$ cat config.mk
export PLATFORM = sky130hd
export DESIGN_NAME = led_pattern_sequencer
export DESIGN_NICKNAME = d
export VERILOG_FILES = /design/src/rtl/led_pattern_sequencer.sv
export SDC_FILE = /design/constraint.sdc
export NUM_CORES = 1
export LEC_CHECK = 0
export ABC_AREA = 1
export BUFFER_PORTS_ARGS = -buffer_cell sky130_fd_sc_hd__buf_4
export CAP_MARGIN = 25
export CELL_PAD_IN_SITES_DETAIL_PLACEMENT = 1
export CELL_PAD_IN_SITES_GLOBAL_PLACEMENT = 1
export CORE_MARGIN = 8
export CORE_UTILIZATION = 40
export DETAILED_ROUTE_END_ITERATION = 16
export PLACE_DENSITY = 0.78
export RECOVER_POWER = 25
export SETUP_SLACK_MARGIN = 0.05
export SYNTH_ARGS = -nofsm -noshare
export SYNTH_HDL_FRONTEND = slang
export SYNTH_SLANG_ARGS = --single-unit
$ cat constraint.sdc
create_clock -name i_clk -period 3.7 [get_ports i_clk]
set_input_delay 0 -clock i_clk [delete_from_list [all_inputs] [get_ports i_clk]]
set_output_delay 0 -clock i_clk [all_outputs]
set_load 0.02 [all_outputs]
$ cat src/rtl/led_pattern_sequencer.sv
// led_pattern_sequencer
//   Steps one of four LED patterns (off, chase, bounce, fill) once per rising
//   edge of a divided square wave. The square wave is sampled as data in the
//   i_clk domain. The mode and pause switches are synchronised internally.
//
// Ports
//   i_clk       system clock, the only clock
//   i_rst       asynchronous active-high reset
//   i_slow_clk  divided square wave, already registered in the i_clk domain
//   i_mode      pattern select (asynchronous): 00 off, 01 chase, 10 bounce, 11 fill
//   i_pause     hold pattern while high (asynchronous)
//   o_led       LED drive, registered
//   o_step      one-cycle pulse per pattern advance, registered
//
// Mode table (active_mode)
//   MODE_OFF    | all LEDs dark, ticks still pulse o_step
//   MODE_CHASE  | single lit LED walks up and wraps from MSB to bit0
//   MODE_BOUNCE | single lit LED sweeps up then down, end LEDs shown once per turn
//   MODE_FILL   | lowest pos LEDs lit, pos = 0..N, then wraps to dark
module led_pattern_sequencer #(
    parameter int p_LED_COUNT = 16
) (
    input  logic                   i_clk,
    input  logic                   i_rst,
    input  logic                   i_slow_clk,
    input  logic [1:0]             i_mode,
    input  logic                   i_pause,
    output logic [p_LED_COUNT-1:0] o_led,
    output logic                   o_step
);

    // pos must be able to hold p_LED_COUNT itself for the all-ones fill step
    localparam int POS_W = $clog2(p_LED_COUNT + 1);
    localparam logic [POS_W-1:0] POS_LAST = POS_W'(p_LED_COUNT - 1);
    localparam logic [POS_W-1:0] POS_FULL = POS_W'(p_LED_COUNT);

    typedef enum logic [1:0] {
        MODE_OFF    = 2'b00,
        MODE_CHASE  = 2'b01,
        MODE_BOUNCE = 2'b10,
        MODE_FILL   = 2'b11
    } mode_t;

    logic [1:0]             mode_meta;
    logic [1:0]             mode_sync;
    logic                   pause_meta;
    logic                   pause_sync;
    logic                   slow_prev;
    logic                   tick;
    mode_t                  active_mode;
    mode_t                  mode_req;
    logic [POS_W-1:0]       pos;
    logic [POS_W-1:0]       pos_next;
    logic                   dir;
    logic                   dir_next;
    logic [p_LED_COUNT-1:0] led_next;

    function automatic logic [p_LED_COUNT-1:0] one_hot(input logic [POS_W-1:0] p);
        logic [p_LED_COUNT-1:0] r;
        for (int i = 0; i < p_LED_COUNT; i++) begin
            r[i] = (POS_W'(i) == p);
        end
        return r;
    endfunction

    function automatic logic [p_LED_COUNT-1:0] low_mask(input logic [POS_W-1:0] p);
        logic [p_LED_COUNT-1:0] r;
        for (int i = 0; i < p_LED_COUNT; i++) begin
            r[i] = (POS_W'(i) < p);
        end
        return r;
    endfunction

    always_ff @(posedge i_clk or posedge i_rst) begin
        if (i_rst) begin
            mode_meta  <= 2'b00;
            mode_sync  <= 2'b00;
            pause_meta <= 1'b0;
            pause_sync <= 1'b0;
            slow_prev  <= 1'b0;
        end else begin
            mode_meta  <= i_mode;
            mode_sync  <= mode_meta;
            pause_meta <= i_pause;
            pause_sync <= pause_meta;
            slow_prev  <= i_slow_clk;
        end
    end

    assign tick     = i_slow_clk & ~slow_prev;
    assign mode_req = mode_t'(mode_sync);

    always_comb begin
        pos_next = pos;
        dir_next = dir;
        led_next = '0;
        unique case (active_mode)
            MODE_CHASE: begin
                pos_next = (pos == POS_LAST) ? '0 : pos + 1'b1;
                led_next = one_hot(pos_next);
            end
            MODE_BOUNCE: begin
                // direction flips on arrival at an end so the end LED is shown once
                if (!dir) begin
                    pos_next = pos + 1'b1;
                    if (pos_next == POS_LAST) dir_next = 1'b1;
                end else begin
                    pos_next = pos - 1'b1;
                    if (pos_next == '0) dir_next = 1'b0;
                end
                led_next = one_hot(pos_next);
            end
            MODE_FILL: begin
                pos_next = (pos == POS_FULL) ? '0 : pos + 1'b1;
                led_next = low_mask(pos_next);
            end
            default: begin
                pos_next = '0;
                dir_next = 1'b0;
                led_next = '0;
            end
        endcase
    end

    always_ff @(posedge i_clk or posedge i_rst) begin
        if (i_rst) begin
            active_mode <= MODE_OFF;
            pos         <= '0;
            dir         <= 1'b0;
            o_led       <= '0;
            o_step      <= 1'b0;
        end else begin
            o_step <= 1'b0;
            if (mode_req != active_mode) begin
                // mode load wins over pause and swallows a coincident tick
                active_mode <= mode_req;
                pos         <= '0;
                dir         <= 1'b0;
                if (mode_req == MODE_CHASE || mode_req == MODE_BOUNCE) begin
                    o_led <= one_hot('0);
                end else begin
                    o_led <= '0;
                end
            end else if (!pause_sync && tick) begin
                pos    <= pos_next;
                dir    <= dir_next;
                o_led  <= led_next;
                o_step <= 1'b1;
            end
        end
    end

endmodule

==> Word level (Yosys, flattened, before mapping) <==
Index checks and enable logic that the tools add are counted.
Widths: inputs -> output; s select.
{ "word_totals": {"register_bits": 32, "elab_cells": 98} }
{ "classes": {"add_sub_neg": 2, "magnitude_cmp": 16, "eq_ne": 40, "muxes": 19, "bitwise": 2, "reduce_logical": 9} }
{ "op_table": {"columns": ["cell", "n"], "rows": [
  ["$eq 4x5->1 const A", 16],
  ["$pmux 16 s3", 1],
  ["$eq 3x5->1 const A", 8],
  ["$lt 4x5->1 const A", 8],
  ["$mux 16", 2],
  ["$mux 5", 6],
  ["$eq 2x5->1 const A", 4],
  ["$lt 3x5->1 const A", 4],
  ["$logic_not 5->1", 3],
  ["$pmux 5 s3", 1],
  ["$eq 1x5->1 const A", 2],
  ["$eq 5x4->1 const B", 2],
  ["$lt 1x5->1 const A", 2],
  ["$lt 2x5->1 const A", 2],
  ["$mux 1", 8],
  ["$eq 2x2->1 const B", 3],
  ["$add 5x1->5 const B", 1],
  ["$eq 5x5->1 const B", 1],
  ["$sub 5x1->5 const B", 1],
  ["$eq 2x1->1 const B", 2],
  ["$ne 2x1->1 const B", 1],
  ["$ne 2x2->1", 1],
  ["$pmux 1 s2", 1],
  ["$reduce_and 2->1", 1],
  ["7 further kinds", 7]
]} }

==> Depth between registers and ports, before layout <==
{ "logic_depth": {"word_depth": 7, "depth_mapped": 15, "mapped_depth_nobuf": 15} }

==> Worst setup path before layout <==
Ideal clock, no wire load.
{ "synth_path": {"path_kind": "flip-flop to flip-flop", "start": "register pos[0]", "end": "register o_led[6]", "setup_time_ps": 65, "t_arrival_ps": 1844, "path_slack_ps": 1791, "stages_incl_launch_ff": 13, "n_path_buf": 0, "synth_period_minus_slack_ps": 1909, "cell_sequence": "dfrtp_1 ha_1 nand2_1 nor2_1 ha_1 inv_1 nand2_1 o21ai_1 nand2_1 nand3b_1 o21bai_1 nand2_1 nand2_1"} }
{ "synth_via": {"elab_chain_cells": 7, "elab_cells_between_ends": 14, "cone_classes": "add/sub (2); order compare (1); eq/ne (4); mux (7)"} }
{ "synth_rtl": {"columns": ["item", "line", "source"], "rows": [
  ["start: declaration", "52", "logic [POS_W-1:0] pos;"],
  ["start signal: assignment", "145", "pos <= pos_next;"],
  ["parallel branches: the longest is 4 deep, another holds $add 5x1->5", null, null],
  ["$pmux 16 s3 *", "97", "unique case (active_mode)"],
  ["$mux 16 *", "144", "end else if (!pause_sync && tick) begin"],
  ["$mux 16 *", "134", "if (mode_req != active_mode) begin"],
  ["end signal: assignment", "140", "o_led <= one_hot('0);"],
  ["end signal: assignment", "147", "o_led <= led_next;"],
  ["end: declaration", "28", "output logic [p_LED_COUNT-1:0] o_led,"]
]} }
Every way passes the cells marked *. The select of a mux whose other input is x is not followed.
A chain may end at the register's enable or synchronous reset.

==> Worst setup path after layout <==
{ "layout_path": {"start": "register pos[0]", "end": "register o_led[14]"} }
{ "layout_via": {"elab_chain_cells": 7, "elab_cells_between_ends": 14, "cone_classes": "add/sub (2); order compare (1); eq/ne (4); mux (7)"} }
{ "layout_rtl": {"columns": ["item", "line"], "rows": [
  ["parallel branches: the longest is 4 deep, another holds $add 5x1->5", null],
  ["$pmux 16 s3 *", "97"],
  ["$mux 16 *", "144"],
  ["$mux 16 *", "134"]
]} }
Marks and branches as above.

==> impl_metrics.ini <==
[sta]
max_freq_mhz = 419
hold_violations = 0
rsz0062_at_grt = no
setup_viol = 0
timing.setup.tns_ps = 0
final-max-slew-violation-count = 33
fin_skew_ps = 14.6
period_share_pct = 64.5
relSlewSlack_pct = -17.3
min_period_ps = 2390
tightest_slew_ps = 1760
timing.final.ws_setup_ps = 1310

[critical_path]
crit_path_frequent_cell = nand2_1
path_cells = ha_1 -> nand2_1 -> nor2_1 -> ha_1 -> inv_1 -> nand3_2 -> nand2_2 -> o21ai_1 -> o21bai_1 -> nand2_1 -> nand2_1 -> nand2_1
arrival_ps = 2620
cp.buffers_inverters = 1
worstPathMaxFanout = 10
crit_required_ps = 3930
startpoint_type = flop
cp-end-kind = flop
path_class = flop to flop
critPathMaxStageDelay_ps = 590
cp_top_family = simple AND/OR/NAND/NOR gates
slowest_stage = dfrtp_1

[run]
cap_violations = 1

[logic_synthesis]
synth_seq_cells = 32
yosysSeqAreaShare_pct = 37.9
yosysWarnings = 0
syn_avg_cell_area_sq_um = 6.97
syn_nets = 316
syn-cell-area_sq_um = 2110
synthCells = 303
ys_types = 32

[grt]
grt_pass1_vias = 2308
grt_remaining_overflow = 0
grt_pass1_wl_um = 11400
antenna_found_initial = 0
grtUsageTotal_pct = 19.0
grt_max_degree = 33

[clock_tree]
numCtsBuffers = 5
cts.clk_slew.worst_paths_ps = 80
htreeDepth = 2
cts_sinks = 32
cts_buffer_depth = 2
cts-root-buf = clkbuf_8
postCtsSetupRepairBufs = 0
cts_tree = yes
clkLatencyLatePin_ps = 300

[floorplan]
core-area_sq_um = 5110
dieWidth_um = 88.6
rows = 26
ioPinCount = 23
start_util_pct = 41.3
fp.dieH_um = 88.6
dieArea_sq_um = 7860

[cells_and_area]
drive_gt1_share_pct = 17.4
diodes = 0
mostFrequentLayoutCells = nand2_1, dfrtp_1, nand3_1, inv_1
final_nets = 345
final_common_cell = nand2_1
syn_to_final_growth_pct = 18.8

[status]
outcome = finished, violations left
violations = capacitance limit, slew limit

[placement]
dp_hpwl_um = 4890
pre_cts_slack_ps = 1370
port_buffers = 22
gp_congestion = 0.926

[pwr]
design_power_total_uw = 811
power_density_nw_per_um2 = 323
switching_share_pct = 23.9
p_leak_nw = 1.38
switchingPower_uw = 194
vdd_ir_drop_max_v = 0.000201
comb_power_share_pct = 8.8
pwr-share-seq_pct = 44.9
pwr-share-clk_pct = 46.4
p_int_uw = 617

[drt]
wl_per_cell_um = 16.4
viasPerCell = 5.28
antenna_left = 0
vias = 2129
drtIter0Drc = 184
firstDrtPassIters = 4
drcViolationCount = 0
totalWireLength_um = 6620

[hold_path]
holdCritPathClass = flop to flop
==> state kept, by name, summed over array words and instances (netlist names), 2 cells and up <==
name         flops
o_led           16
active_mode      2
mode_meta        2
mode_req         2
pos              5
==> cell type report <==
cell class / instances / area (sq um)
Clock buffer: 7 / 96.3
Clock inverter: 1 / 30.0
Fill cell: 686 / 2600
Timing Repair Buffer: 28 / 219
Multi-Input combinational cell: 231 / 1140
Sequential cell: 32 / 801
Inverter: 34 / 130
Tap cell: 70 / 87.6
==> synthesized netlist by cell type (all sizes together) <==
library cell / n / share of area [%]
a21oi: 4 / 1.1
a22oi: 1 / 0.36
a31oi: 1 / 0.30
buf: 4 / 1.4
clkbuf: 2 / 0.36
dfrtp: 32 / 38
ha: 7 / 4.1
inv: 34 / 6.2
nand2: 127 / 24
nand3: 30 / 8.1
nand3b: 3 / 1.1
nand4: 8 / 2.7
nor2: 22 / 4.5
nor3: 1 / 0.24
o211ai: 2 / 0.71
o21ai: 17 / 4.2
o21bai: 4 / 1.4
o31ai: 1 / 0.36
xnor2: 2 / 0.83
xor2: 1 / 0.42
==> final timing paths <==
check	start	slack [ps]	cells after the start	end
max	pos[0]$_DFFE_PP0P_	1310	12	o_led[14]$_DFFE_PP0P_
min	mode_meta[1]$_DFF_PP0_	350	0	mode_req[1]$_DFF_PP0_
max reg2reg	pos[0]$_DFFE_PP0P_	1310	12	o_led[14]$_DFFE_PP0P_
min reg2reg	mode_meta[1]$_DFF_PP0_	350	0	mode_req[1]$_DFF_PP0_
max in group asynchronous	i_rst	1790	4	active_mode[0]$_DFFE_PP0N_
min in group asynchronous	i_rst	890	4	o_led[0]$_DFFE_PP0P_
==> layer usage <==
layer	up-vias	track usage (%)	share of wire, %
li1	1019	-	-
met1	1041	24.4	45
met2	63	30.1	47
met3	6	4.55	6.6
met4	0	6.30	1.1
met5	-	0	0
==> kinds of logic after synthesis <==
logic type | count (synthesis) | synth area share [%]
and+or+nand+nor | 191 | 40.3
AOI/OAI and AO/OA | 30 | 8.48
buffers and inverters | 40 | 7.88
xor gates and xnor gates | 3 | 1.25
adders and majority gates | 7 | 4.15
DFF | 32 | 37.9
==> power by group through the flow <==
stage | sequential (mW) | clock, mW | combinational (mW)
6_report | 0.364 | 0.376 | 0.0712
5_1_grt | 0.364 | 0.398 | 0.0801
4_1_cts | 0.364 | 0.383 | 0.0726
3_5_place_dp | 0.370 | 0 | 0.0677
3_3_place_gp | 0.370 | 0 | 0.0670
2_1_floorplan | 0.372 | 0 | 0.0427
==> metrics by stage <==
| step | area (sq um) | cells | hold slack [ps] | util, % |
|---|---|---|---|---|
| floorplan | 2110 | 303 | 31.4 | - |
| global placement | 2330 | 390 | 110 | 45.7 |
| detailed placement | 2330 | 390 | 110 | 45.7 |
| CTS | 2510 | 403 | 354 | 49.2 |
| global route | 2510 | 403 | 359 | 49.1 |
| finish | 2510 | 403 | 352 | 49.1 |
==> repair_timing <==
item,in CTS,in global routing
setup endpoints to repair,0,0
endpoints found under the hold margin,36,0
resized for setup,0,0
hold buffers,5,0
Power figures use the tool's default switching activity.
